## src/rtl/stopwatch_counter.sv

```systemverilog
// stopwatch_counter: MM:SS timekeeping datapath with four BCD digits,
// tick-qualified adjust/count updates and registered blink masks.
module stopwatch_counter #(
  parameter int MIN_MAX = 59
) (
  input  logic       clk,
  input  logic       rst,
  input  logic       clr,
  input  logic       tick_1hz,
  input  logic       tick_2hz,
  input  logic       tick_blink,
  input  logic       use_1hz,
  input  logic       use_2hz,
  input  logic       sel_minutes,
  input  logic       sel_seconds,
  input  logic       blink_enable,
  input  logic       count_enable,
  output logic [3:0] min_tens,
  output logic [3:0] min_ones,
  output logic [3:0] sec_tens,
  output logic [3:0] sec_ones,
  output logic       blank_min,
  output logic       blank_sec,
  output logic       rollover
);

  localparam logic [3:0] MIN_MAX_T = 4'(MIN_MAX / 10);
  localparam logic [3:0] MIN_MAX_O = 4'(MIN_MAX % 10);
  localparam logic [3:0] SEC_MAX_T = 4'd5;
  localparam logic [3:0] SEC_MAX_O = 4'd9;

  // Two-digit BCD increment; wrap is decided on the whole field value.
  function automatic logic [7:0] bcd_inc(input logic [3:0] t, input logic [3:0] o,
                                         input logic [3:0] max_t, input logic [3:0] max_o);
    logic [7:0] r;
    if ((t == max_t) && (o == max_o)) begin
      r = 8'h00;
    end else if (o == 4'd9) begin
      r = {t + 4'd1, 4'd0};
    end else begin
      r = {t, o + 4'd1};
    end
    return r;
  endfunction

  logic [3:0] min_tens_r, min_ones_r, sec_tens_r, sec_ones_r;
  logic [3:0] min_tens_s, min_ones_s, sec_tens_s, sec_ones_s;
  logic       phase_r, phase_s;
  logic       blank_min_r, blank_sec_r, rollover_r;
  logic       blank_min_s, blank_sec_s, rollover_s;
  logic       adj_min_s, adj_sec_s, count_s;
  logic       sec_at_max_s, min_at_max_s;

  assign adj_min_s    = use_2hz & tick_2hz & sel_minutes;
  assign adj_sec_s    = use_2hz & tick_2hz & sel_seconds & ~sel_minutes;
  assign count_s      = use_1hz & tick_1hz & count_enable;
  assign sec_at_max_s = (sec_tens_r == SEC_MAX_T) && (sec_ones_r == SEC_MAX_O);
  assign min_at_max_s = (min_tens_r == MIN_MAX_T) && (min_ones_r == MIN_MAX_O);

  // Pick the single highest-priority update event and form the next time value.
  always_comb begin
    min_tens_s = min_tens_r;
    min_ones_s = min_ones_r;
    sec_tens_s = sec_tens_r;
    sec_ones_s = sec_ones_r;
    rollover_s = 1'b0;
    if (clr) begin
      min_tens_s = 4'd0;
      min_ones_s = 4'd0;
      sec_tens_s = 4'd0;
      sec_ones_s = 4'd0;
    end else if (adj_min_s) begin
      {min_tens_s, min_ones_s} = bcd_inc(min_tens_r, min_ones_r, MIN_MAX_T, MIN_MAX_O);
    end else if (adj_sec_s) begin
      {sec_tens_s, sec_ones_s} = bcd_inc(sec_tens_r, sec_ones_r, SEC_MAX_T, SEC_MAX_O);
    end else if (count_s) begin
      {sec_tens_s, sec_ones_s} = bcd_inc(sec_tens_r, sec_ones_r, SEC_MAX_T, SEC_MAX_O);
      if (sec_at_max_s) begin
        {min_tens_s, min_ones_s} = bcd_inc(min_tens_r, min_ones_r, MIN_MAX_T, MIN_MAX_O);
        rollover_s = min_at_max_s;
      end else begin
        rollover_s = 1'b0;
      end
    end else begin
      rollover_s = 1'b0;
    end
  end

  // Blink phase toggles on tick_blink only while blinking; masks use the new phase.
  always_comb begin
    phase_s     = 1'b0;
    if (blink_enable) begin
      phase_s = phase_r ^ tick_blink;
    end else begin
      phase_s = 1'b0;
    end
    blank_min_s = blink_enable & sel_minutes & phase_s;
    blank_sec_s = blink_enable & sel_seconds & ~sel_minutes & phase_s;
  end

  // State and output registers.
  always_ff @(posedge clk or posedge rst) begin
    if (rst) begin
      min_tens_r  <= 4'd0;
      min_ones_r  <= 4'd0;
      sec_tens_r  <= 4'd0;
      sec_ones_r  <= 4'd0;
      phase_r     <= 1'b0;
      blank_min_r <= 1'b0;
      blank_sec_r <= 1'b0;
      rollover_r  <= 1'b0;
    end else begin
      min_tens_r  <= min_tens_s;
      min_ones_r  <= min_ones_s;
      sec_tens_r  <= sec_tens_s;
      sec_ones_r  <= sec_ones_s;
      phase_r     <= phase_s;
      blank_min_r <= blank_min_s;
      blank_sec_r <= blank_sec_s;
      rollover_r  <= rollover_s;
    end
  end

  assign min_tens  = min_tens_r;
  assign min_ones  = min_ones_r;
  assign sec_tens  = sec_tens_r;
  assign sec_ones  = sec_ones_r;
  assign blank_min = blank_min_r;
  assign blank_sec = blank_sec_r;
  assign rollover  = rollover_r;

endmodule
```

## config.mk

```make
export PLATFORM = sky130hd
export DESIGN_NAME = stopwatch_counter
export DESIGN_NICKNAME = d
export VERILOG_FILES = /design/src/rtl/stopwatch_counter.sv
export SDC_FILE = /design/constraint.sdc
export NUM_CORES = 1
export LEC_CHECK = 0
export CAP_MARGIN = 20
export CORE_MARGIN = 2
export CORE_UTILIZATION = 40
export DETAILED_ROUTE_END_ITERATION = 16
export PLACE_DENSITY = 0.74
export SYNTH_ARGS = -nofsm -noshare
export SYNTH_HDL_FRONTEND = slang
export SYNTH_SLANG_ARGS = --single-unit
```

## constraint.sdc

```tcl
create_clock -name clk -period 1.6 [get_ports clk]
set_input_delay 0.32 -clock clk [delete_from_list [all_inputs] [get_ports clk]]
set_output_delay 0.32 -clock clk [all_outputs]
set_load 0.005 [all_outputs]
```

Word-level counts from Yosys, hierarchy flattened
Index checks and enable logic that the tools add are counted.
{"block": "classes", "mul": 0, "n_div": 0, "n_mux": 28, "shift": 0, "bitwise": 13, "magnitude_cmp": 0, "n_reduce_logical": 7, "eq_ne": 6, "n_addsub": 4}
{"cell": "$mux W4", "n": 18}
{"cell": "$mux W8", "n": 4}
{"cell": "$add A4 B1 Y4 const B", "n": 4}
{"cell": "$and A1 B1 Y1", "n": 11}
{"cell": "$reduce_bool A3 Y1", "n": 3}
{"cell": "$eq A4 B3 Y1 const B", "n": 2}
{"cell": "$eq A4 B4 Y1 const B", "n": 2}
{"cell": "$mux W1", "n": 6}
{"cell": "$ne A3 B3 Y1 const B", "n": 1}
{"cell": "$reduce_and A3 Y1", "n": 1}
{"cell": "$logic_and A1 B1 Y1", "n": 2}
{"cell": "$ne A2 B2 Y1 const B", "n": 1}
{"cell": "$reduce_and A2 Y1", "n": 1}
{"cell": "$not A1 Y1", "n": 1}
{"cell": "$xor A1 B1 Y1", "n": 1}
{"block": "totals", "out_inout_bits": 19, "latchBits": 0, "mem_bits_rw": 0, "wordCells": 66, "n_memories": 0, "reg_bits": 20, "rom_bits": 0}

Depth between registers and ports, before layout
Gate-level depths: netlist of run 1.
{"block": "logic_depth", "word_depth": 8, "mapped_depth": 7, "depth_no_buf": 6}

Worst setup path before layout of run 1
No wires, ideal clock.
{"block": "synth_path", "path_kind": "register to register", "from": "reg sec_tens_r[1], in the netlist sec_tens[1]", "to": "reg min_tens_r[0], in the netlist min_tens[0]", "setup_time_ns": 0.125, "path_stages_with_launch": 7, "n_path_buf": 0, "slack_ns": -0.123, "period_less_slack_ns": 1.723, "t_arrival_ns": 1.598, "path_cell_list": "dfrtp_1 inv_1 ha_1 and3b_1 nand4_1 a21boi_2 mux2_2"}
{"block": "synth_via", "elab_chain_cells": 4}
{"element": "start: declaration", "line": "46", "source": "logic [3:0] min_tens_r, min_ones_r, sec_tens_r, sec_ones_r;"}
{"element": "start signal: assignment", "line": "115", "source": "sec_tens_r <= sec_tens_s;"}
{"element": "$eq A4 B3 Y1", "line": "57", "source": "assign sec_at_max_s = (sec_tens_r == SEC_MAX_T) && (sec_ones_r == SEC_MAX_O);"}
{"element": "$logic_and A1 B1 Y1", "line": "57"}
{"element": "$reduce_bool A3 Y1 (no line)"}
{"element": "$reduce_and A3 Y1 (no line)"}
{"element": "end signal: assignment", "line": "113", "source": "min_tens_r <= min_tens_s;"}
{"element": "end: declaration", "line": "46"}
No other way between the ends.
A chain may end at the register's enable or synchronous reset.

Worst setup path after layout of run 1
Same ends and word-level chain as after synthesis.

==> summary.md, run 1 <==
| Metric | Value |
|---|---|
| First-pass GRT wire length | `about 5200 um` |
| # Max-Cap Violations | `0` |
| Post-Place Setup Slack | `-371 ps` |
| DR vias | `between 1,000 and 1,500` |
| Final wirelength | `roughly 3000 um` |
| RR Startpoint | `sec_tens[1]$_DFFE_PP0P_` |
| Number of global-route vias before repair | `between 1,000 and 1,500` |
| Failing checks | `DRC, setup timing` |
| 1st-pass router iterations | `10` |
| Levels on crit path | `6` |
| Clk pin slew, worst setup/hold paths | `approximately 120 ps` |
| Io pins | `31` |
| Commonest non-fill, non-tap cell in the layout | `buf_4` |
| Total track usage | `between 10% and 20%` |
| Worst Tran Pin Value | `~320 ps` |
| GR Overflow Total | `0` |
| Critical R2R Capture | `min_tens[0]$_DFFE_PP0P_` |
| Yosys top cell by area | `dfrtp_1` |
| Post-CTS Hold Buffers | `0` |
| Chip width | `between 50 and 60 um` |
| Crit path max-delay family | `flip-flops` |
| Peak VDD IR | `around 0.52 mV` |
| CP Capture Type | `flip-flop` |
| Port-buffer cells | `30` |
| RePlAce Congestion | `0.759` |
| Pwr/cell area | `around 510 mW/mm2` |
| FF-to-FF path depth | `6` |
| Root Driver | `clkbuf_4` |
| Crit path kind | `flip-flop to flip-flop` |
| Ranking of synthesized cells by area | `dfrtp_1, ha_1, nor2_1` |
| Part of the cycle the worst path needs | `103%` |
| H-tree depth | `1` |
| Clock sink count | `20` |
| R2R Setup Slk | `-50 ps` |
| Crit-path slowest cell | `dfrtp_1` |
| Antenna diode count | `0` |
| Pleak | `around 0.95 nW` |
| Post-synth cell types | `36` |
| Min Tclk post-route | `between 1500 and 2000 ps` |
| Cts bufs inserted | `3` |
| Final Cell Area | `between 0.0015 and 0.002 mm2` |
| Setup-failing EPs final | `2` |
| Max Clk Rate | `between 600 and 700 MHz` |
| Clock skew | `3.72 ps` |
| Cells after synthesis | `121` |
| Required @ worst endpoint | `1790 ps` |
| Max clock buf depth | `2` |
| Seq/Total Area, Yosys | `about two fifths` |
| Synth Cell Area | `about 0.0012 mm2` |
| Syn nets | `between 100 and 150` |
| Yosys warns | `0` |
| CTS tree | `yes` |
| Hold Crit Class | `primary input to async pin` |
| Fin nets | `210` |
| Max Slew Vio Count | `0` |
| Vias per cell | `5.20` |
| Remaining antenna violation count after routing | `0` |
| Max incr delay on CP | `400 ps` |
| WL/cell | `approximately 14 um` |
| Placed wire-length estimate | `2310 um` |
| WP data arrival | `between 1500 and 2000 ps` |
| Outcome | `finished, violations left` |
| Most frequent cells in the layout | `buf_4, dfrtp_1, clkdlybuf4s50_1` |
| Cells along the critical path | `inv_1 -> ha_1 -> and3b_2 -> nand4_1 -> a21boi_2 -> mux2_2` |
| Die ar. | `0.00346 mm2` |
| RSZ-0062 raised after global routing | `true` |
| Largest net degree at the start of global routing | `25` |
| Share of cells above drive strength 1 | `31.2%` |
| Initial core utilization | `a little over two fifths` |
| Crit path from | `sec_tens[1]$_DFFE_PP0P_` |
| Area share of the largest cell type after synthesis | `between 40% and 50%` |
| Layout Area Growth over Synthesis | `55.8%` |
| Vert. Die Dim | `approximately 59 um` |
| Rel. slew slack | `about four fifths` |
| Hold slack | `roughly 330 ps` |
| Post-placement cell area | `around 0.0017 mm2` |
| Initial detailed-routing violation count | `27` |
| Setup ws final | `-50.0 ps` |
| Crit start category | `flip-flop` |
| Worst setup path endpoint | `min_tens[0]$_DFFE_PP0P_` |
| Initial antenna violation count | `0` |
| DRC violations left | `1` |
| Yosys reg bits | `20` |
| Final Hold Fails | `0` |
| Row count | `19` |
| Clock latency on the worst-skew pair | `approximately 300 ps` |
| Synthesized area per cell | `just under 10 um2` |
| Max FO, Critical Path | `3` |
| Core area | `~0.0028 mm2` |
| CP bufs+invs | `1` |
## registers in the layout, summed over array words and instances (netlist names)
register and count:
min_ones 4, min_tens 4, sec_ones 4, sec_tens 4, blank_min 1, blank_sec 1, phase_r 1, rollover 1
## worst reg2reg max path: stages, from the launching register on
cell	delay [ps]
dfrtp_1	400
inv_1	60
ha_1	150
and3b_2	210
nand4_1	140
a21boi_2	230
mux2_2	360
## kinds of logic after synthesis
| kind of cell | count (synthesis) | synth area share (%) |
|---|---|---|
| simple gates | 51 | 23.7 |
| compound gates | 21 | 13.6 |
| flops | 20 | 41.6 |
| buf+inv | 11 | 4.05 |
| mux | 9 | 8.00 |
| fa+ha+maj | 8 | 8.32 |
| xor+xnor | 1 | 0.728 |
## how the worst min path moves through the flow
stage	from	depth (start not counted)	to	slack, ps
floorplan	rst	1	blank_min$_DFF_PP0_	280
global placement	phase_r$_DFF_PP0_	3	phase_r$_DFF_PP0_	540
detailed placement	phase_r$_DFF_PP0_	3	phase_r$_DFF_PP0_	550
CTS	rst	3	min_tens[1]$_DFFE_PP0P_	340
global route	sel_minutes	2	blank_sec$_DFF_PP0_	330
finish	rst	3	min_ones[3]$_DFFE_PP0P_	330
## what timing repair did
item	in CTS	in global routing
buffers inserted	8	3
pin swaps	4	2
gates resized for setup	14	9
endpoints found under the hold margin	0	0
endpoints found under the setup margin	18	12
## layer usage
layer / up-vias / global-route usage (%) / routed length [um]
li1: 580 / - / -
met1: 539 / 25.5 / 1360
met2: 20 / 34.8 / 1560
met3: 6 / 1.98 / 73
met4: 0 / 4.22 / 55
met5: - / 0 / 0
## synth_stat cells (all sizes together)
| cell type | n |
|---|---|
| and3b | 4 |
| a32o | 1 |
| a21oi | 7 |
| o21ai | 3 |
| a31oi | 1 |
| clkbuf | 3 |
| nand3 | 6 |
| nor2 | 14 |
| nand4b | 2 |
| a21bo | 1 |
| nand4 | 4 |
| ha | 8 |
| and4 | 1 |
| xor2 | 1 |
| a41oi | 1 |
| and3 | 3 |
| nor2b | 5 |
| a21boi | 1 |
| dfrtp | 20 |
| o211ai | 1 |
| mux2i | 4 |
| nor3b | 1 |
| nand2 | 2 |
| a311oi | 1 |
| o211a | 1 |
| a211oi | 1 |
| nand3b | 2 |
| mux2 | 5 |
| o32ai | 1 |
| inv | 7 |
| o221ai | 1 |
| buf | 1 |
| nor3 | 6 |
| nor4 | 1 |
## power breakdown
part / internal [mW] / total [mW] / switching, mW
Sequential: 0.515 / 0.520 / 0.00479
Combinational: 0.0752 / 0.145 / 0.0701
Clock: 0.139 / 0.299 / 0.161
Total: 0.728 / 0.964 / 0.235
## area by class of cell
class	instances	area, um2
Fill cell	240	930
Multi-Input combinational cell	90	681
Timing Repair Buffer	68	593
Sequential cell	20	500
Tap cell	31	38.8
Clock buffer	4	36.3
Inverter	7	26.3
## stage by stage
stage / setup TNS [ps] / instances / util, % / power, mW
floorplan: -293 / 121 / - / 0.588
global route: -492 / 220 / 66.9 / 1.01
finish: -97.2 / 220 / 66.9 / 0.964
global placement: -3620 / 205 / 61.9 / 0.667
CTS: -163 / 217 / 65.2 / 0.966
detailed placement: -4420 / 205 / 61.9 / 0.674
No activity file was read; power rests on OpenSTA's default activity.
==> run 2: changes to the inputs <==
Settings changed: CORE_UTILIZATION 40 to 25, PLACE_DENSITY 0.74 to 0.52.
==> run 2 against run 1 <==
Against the previous run: the flow finishes with violations (setup timing); final area grew 5.4%; flip-flop and latch count did not move; first-iteration DRC count is 120% higher; register-to-register slack worse by 70 ps; fmax shrank 4.0%; critical path type unchanged; critical endpoint is now min_tens[2]$_DFFE_PP0P_; largest cell class unchanged; largest power group unchanged.
==> summary.md, run 2 (same netlist as run 1, synthesis figures left out) <==
| Metric | Value |
|---|---|
| R2R Setup Slk | `-120 ps (was -50 ps)` |
| Max clock buf depth | `2 (unchanged)` |
| Vert. Die Dim | `73.4 um (was 58.9 um)` |
| Pwr/cell area | `502 mW/mm2 (was 514 mW/mm2)` |
| CP Capture Type | `flip-flop (unchanged)` |
| Crit-path slowest cell | `dfrtp_1 (unchanged)` |
| Row count | `25 (was 19)` |
| P_sw | `0.230 mW (was 0.235 mW)` |
| DRC violations left | `0 (was 1)` |
| DR vias | `1,159 (was 1,145)` |
| Max incr delay on CP | `390 ps (was 400 ps)` |
| Antenna diode count | `0 (unchanged)` |
| Remaining antenna violation count after routing | `0 (unchanged)` |
| Levels on crit path | `8 (was 6)` |
| Hold Crit Class | `primary input to flip-flop (was primary input to async pin)` |
| Inst Count DP | `228 (was 205)` |
| Worst Tran Pin Value | `323 ps (was 321 ps)` |
| Part of the cycle the worst path needs | `107% (was 103%)` |
| Required @ worst endpoint | `1740 ps (was 1790 ps)` |
| Crit path max-delay family | `simple AND/OR/NAND/NOR gates (was flip-flops)` |
| Initial antenna violation count | `0 (unchanged)` |
| RePlAce Congestion | `0.818 (was 0.759)` |
| Initial core utilization | `25.7% (was 42.9%)` |
| Rel. slew slack | `78.3% (was 78.4%)` |
| Chip width | `73.4 um (was 58.9 um)` |
| Seq pwr share | `52.4% (was 53.9%)` |
| Max Slew Vio Count | `0 (unchanged)` |
| Largest net degree at the start of global routing | `25 (unchanged)` |
| Die ar. | `0.00539 mm2 (was 0.00346 mm2)` |
| Initial detailed-routing violation count | `59 (was 27)` |
| RR Startpoint | `sec_ones[1]$_DFFE_PP0P_ (was sec_tens[1]$_DFFE_PP0P_)` |
| WL/cell | `14.1 um (was 13.9 um)` |
| Core area | `0.00469 mm2 (was 0.00281 mm2)` |
| Share of cells above drive strength 1 | `31.1% (was 31.2%)` |
| Clock sink count | `20 (unchanged)` |
| H-tree depth | `1 (unchanged)` |
| Final Hold Fails | `0 (unchanged)` |
| Post-Place Setup Slack | `-367 ps (was -371 ps)` |
| Layout Area Growth over Synthesis | `64.2% (was 55.8%)` |
| Max FO, Critical Path | `4 (was 3)` |
| Clock skew | `0.972 ps (was 3.72 ps)` |
| Failing checks | `setup timing (was DRC, setup timing)` |
| Io pins | `31 (unchanged)` |
| GR Overflow Total | `0 (unchanged)` |
| Hold path cells | `2` |
| Number of global-route vias before repair | `1,163 (was 1,148)` |
| Max Clk Rate | `582 MHz (was 606 MHz)` |
| Setup ws final | `-119 ps (was -50.0 ps)` |
| Combinational fraction of design power | `15.4% (was 15.1%)` |
| First-pass GRT wire length | `5490 um (was 5170 um)` |
| 1st-pass router iterations | `4 (was 10)` |
| Root Driver | `clkbuf_8 (was clkbuf_4)` |
| Hold slack | `347 ps (was 330 ps)` |
| Crit start category | `flip-flop (unchanged)` |
| Most frequent cells in the layout | `buf_4, dfrtp_1, clkdlybuf4s50_1 (unchanged)` |
| Met2 usage | `21.7% (was 34.8%)` |
| Commonest non-fill, non-tap cell in the layout | `buf_4 (unchanged)` |
| Placed wire-length estimate | `2400 um (was 2310 um)` |
| CTS tree | `yes (unchanged)` |
| Final wirelength | `3350 um (was 3050 um)` |
| RSZ-0062 raised after global routing | `true (unchanged)` |
| # Max-Cap Violations | `0 (unchanged)` |
| Min Tclk post-route | `1720 ps (was 1650 ps)` |
| M3 GR Usage | `3.57% (was 1.98%)` |
| Peak VDD IR | `0.314 mV (was 0.524 mV)` |
| Port-buffer cells | `30 (unchanged)` |
| Clk pin slew, worst setup/hold paths | `70 ps (was 120 ps)` |
| Non-Filler Instances | `237 (was 220)` |
| Cts bufs inserted | `3 (unchanged)` |
| Setup-failing EPs final | `5 (was 2)` |
| Fin nets | `205 (was 210)` |
| Switching share of power | `23.2% (was 24.4%)` |
| Worst setup path endpoint | `min_tens[2]$_DFFE_PP0P_ (was min_tens[0]$_DFFE_PP0P_)` |
| Most used routing layer | `met2 (unchanged)` |
| Internal Power | `0.762 mW (was 0.728 mW)` |
| Met1 Use GR | `17.0% (was 25.5%)` |
| Vias per cell | `4.89 (was 5.20)` |
| WP data arrival | `1860 ps (was 1840 ps)` |
| CP bufs+invs | `3 (was 1)` |
| Clock latency on the worst-skew pair | `250 ps (was 300 ps)` |
| Pleak | `1.05 nW (was 0.954 nW)` |
| Critical R2R Capture | `min_tens[2]$_DFFE_PP0P_ (was min_tens[0]$_DFFE_PP0P_)` |
| Clock Power Share | `32.2% (was 31.0%)` |
| Cells along the critical path | `inv_1 -> ha_2 -> and3b_2 -> buf_4 -> and4_1 -> buf_6 -> o221ai_1 -> a32o_1 (was inv_1 -> ha_1 -> and3b_2 -> nand4_1 -> a21boi_2 -> mux2_2)` |
| Post-CTS Hold Buffers | `0 (unchanged)` |
| Crit path from | `sec_ones[1]$_DFFE_PP0P_ (was sec_tens[1]$_DFFE_PP0P_)` |
| Total track usage | `13.1% (was 19.5%)` |
| Crit path kind | `flip-flop to flip-flop (unchanged)` |
| FF-to-FF path depth | `8 (was 6)` |
| Outcome | `finished, violations left (unchanged)` |
==> run 2: changes by cell type in the layout (fill, tap and decap cells not counted), sizes merged <==
cell / before / now
dlymetal6s2s: 2 / 11
clkdlybuf4s50: 17 / 19
dlygate4sd2: 11 / 0
buf: 38 / 33
clkbuf: 4 / 3
==> run 2: layout make-up <==
type | instances | area [um2]
multi-input cells | 90 | 731
repair buffers | 63 | 611
fillers | 468 | 2720
inverters | 7 | 26.3
clock buffers | 3 | 41.3
well taps | 54 | 67.6
flip-flops and latches | 20 | 500
==> run 2: stage by stage <==
stage	power (mW)	TNS [ps]	instance area, um2	util (%)
finish	0.992	-395	1980	42.1
global route	1.06	-945	1980	42.1
CTS	1.01	-386	1850	39.5
detailed placement	0.674	-4460	1770	37.6
global placement	0.670	-3850	1770	37.6
floorplan	0.588	-293	1200	-
==> run 2: worst min-delay path by stage <==
| stage | start | end | slack (ps) |
|---|---|---|---|
| CTS | rst | phase_r$_DFF_PP0_ | 390 |
| global route | sel_minutes | blank_sec$_DFF_PP0_ | 360 |
| finish | sel_minutes | blank_sec$_DFF_PP0_ | 350 |
| detailed placement | phase_r$_DFF_PP0_ | phase_r$_DFF_PP0_ | 570 |
| floorplan | rst | blank_min$_DFF_PP0_ | 280 |
| global placement | phase_r$_DFF_PP0_ | phase_r$_DFF_PP0_ | 550 |
==> run 2: routing by layer <==
metal	vias up	wire length [um]
met5	-	0
met4	0	49
met3	4	137
met2	28	1640
met1	561	1520
li1	566	-
==> run 2: power groups by stage <==
stage | clock network (mW) | logic (mW) | registers, mW
global route | 0.365 | 0.170 | 0.521
CTS | 0.340 | 0.148 | 0.519
floorplan | 0 | 0.0544 | 0.533
finish | 0.320 | 0.153 | 0.520
detailed placement | 0 | 0.146 | 0.529
global placement | 0 | 0.142 | 0.528
==> run 2: timing repair <==
action	4_1_cts	5_1_grt
gates resized for setup	7	30
setup endpoints to repair	6	23
pin swaps	4	8
endpoints found under the hold margin	0	0
setup buffers	3	4
==> run 3: changes to the inputs <==
Settings changed: SLEW_MARGIN set to 40.
==> results of run 3 <==
The final DEF is identical to that of run 2; final timing and power are the same.
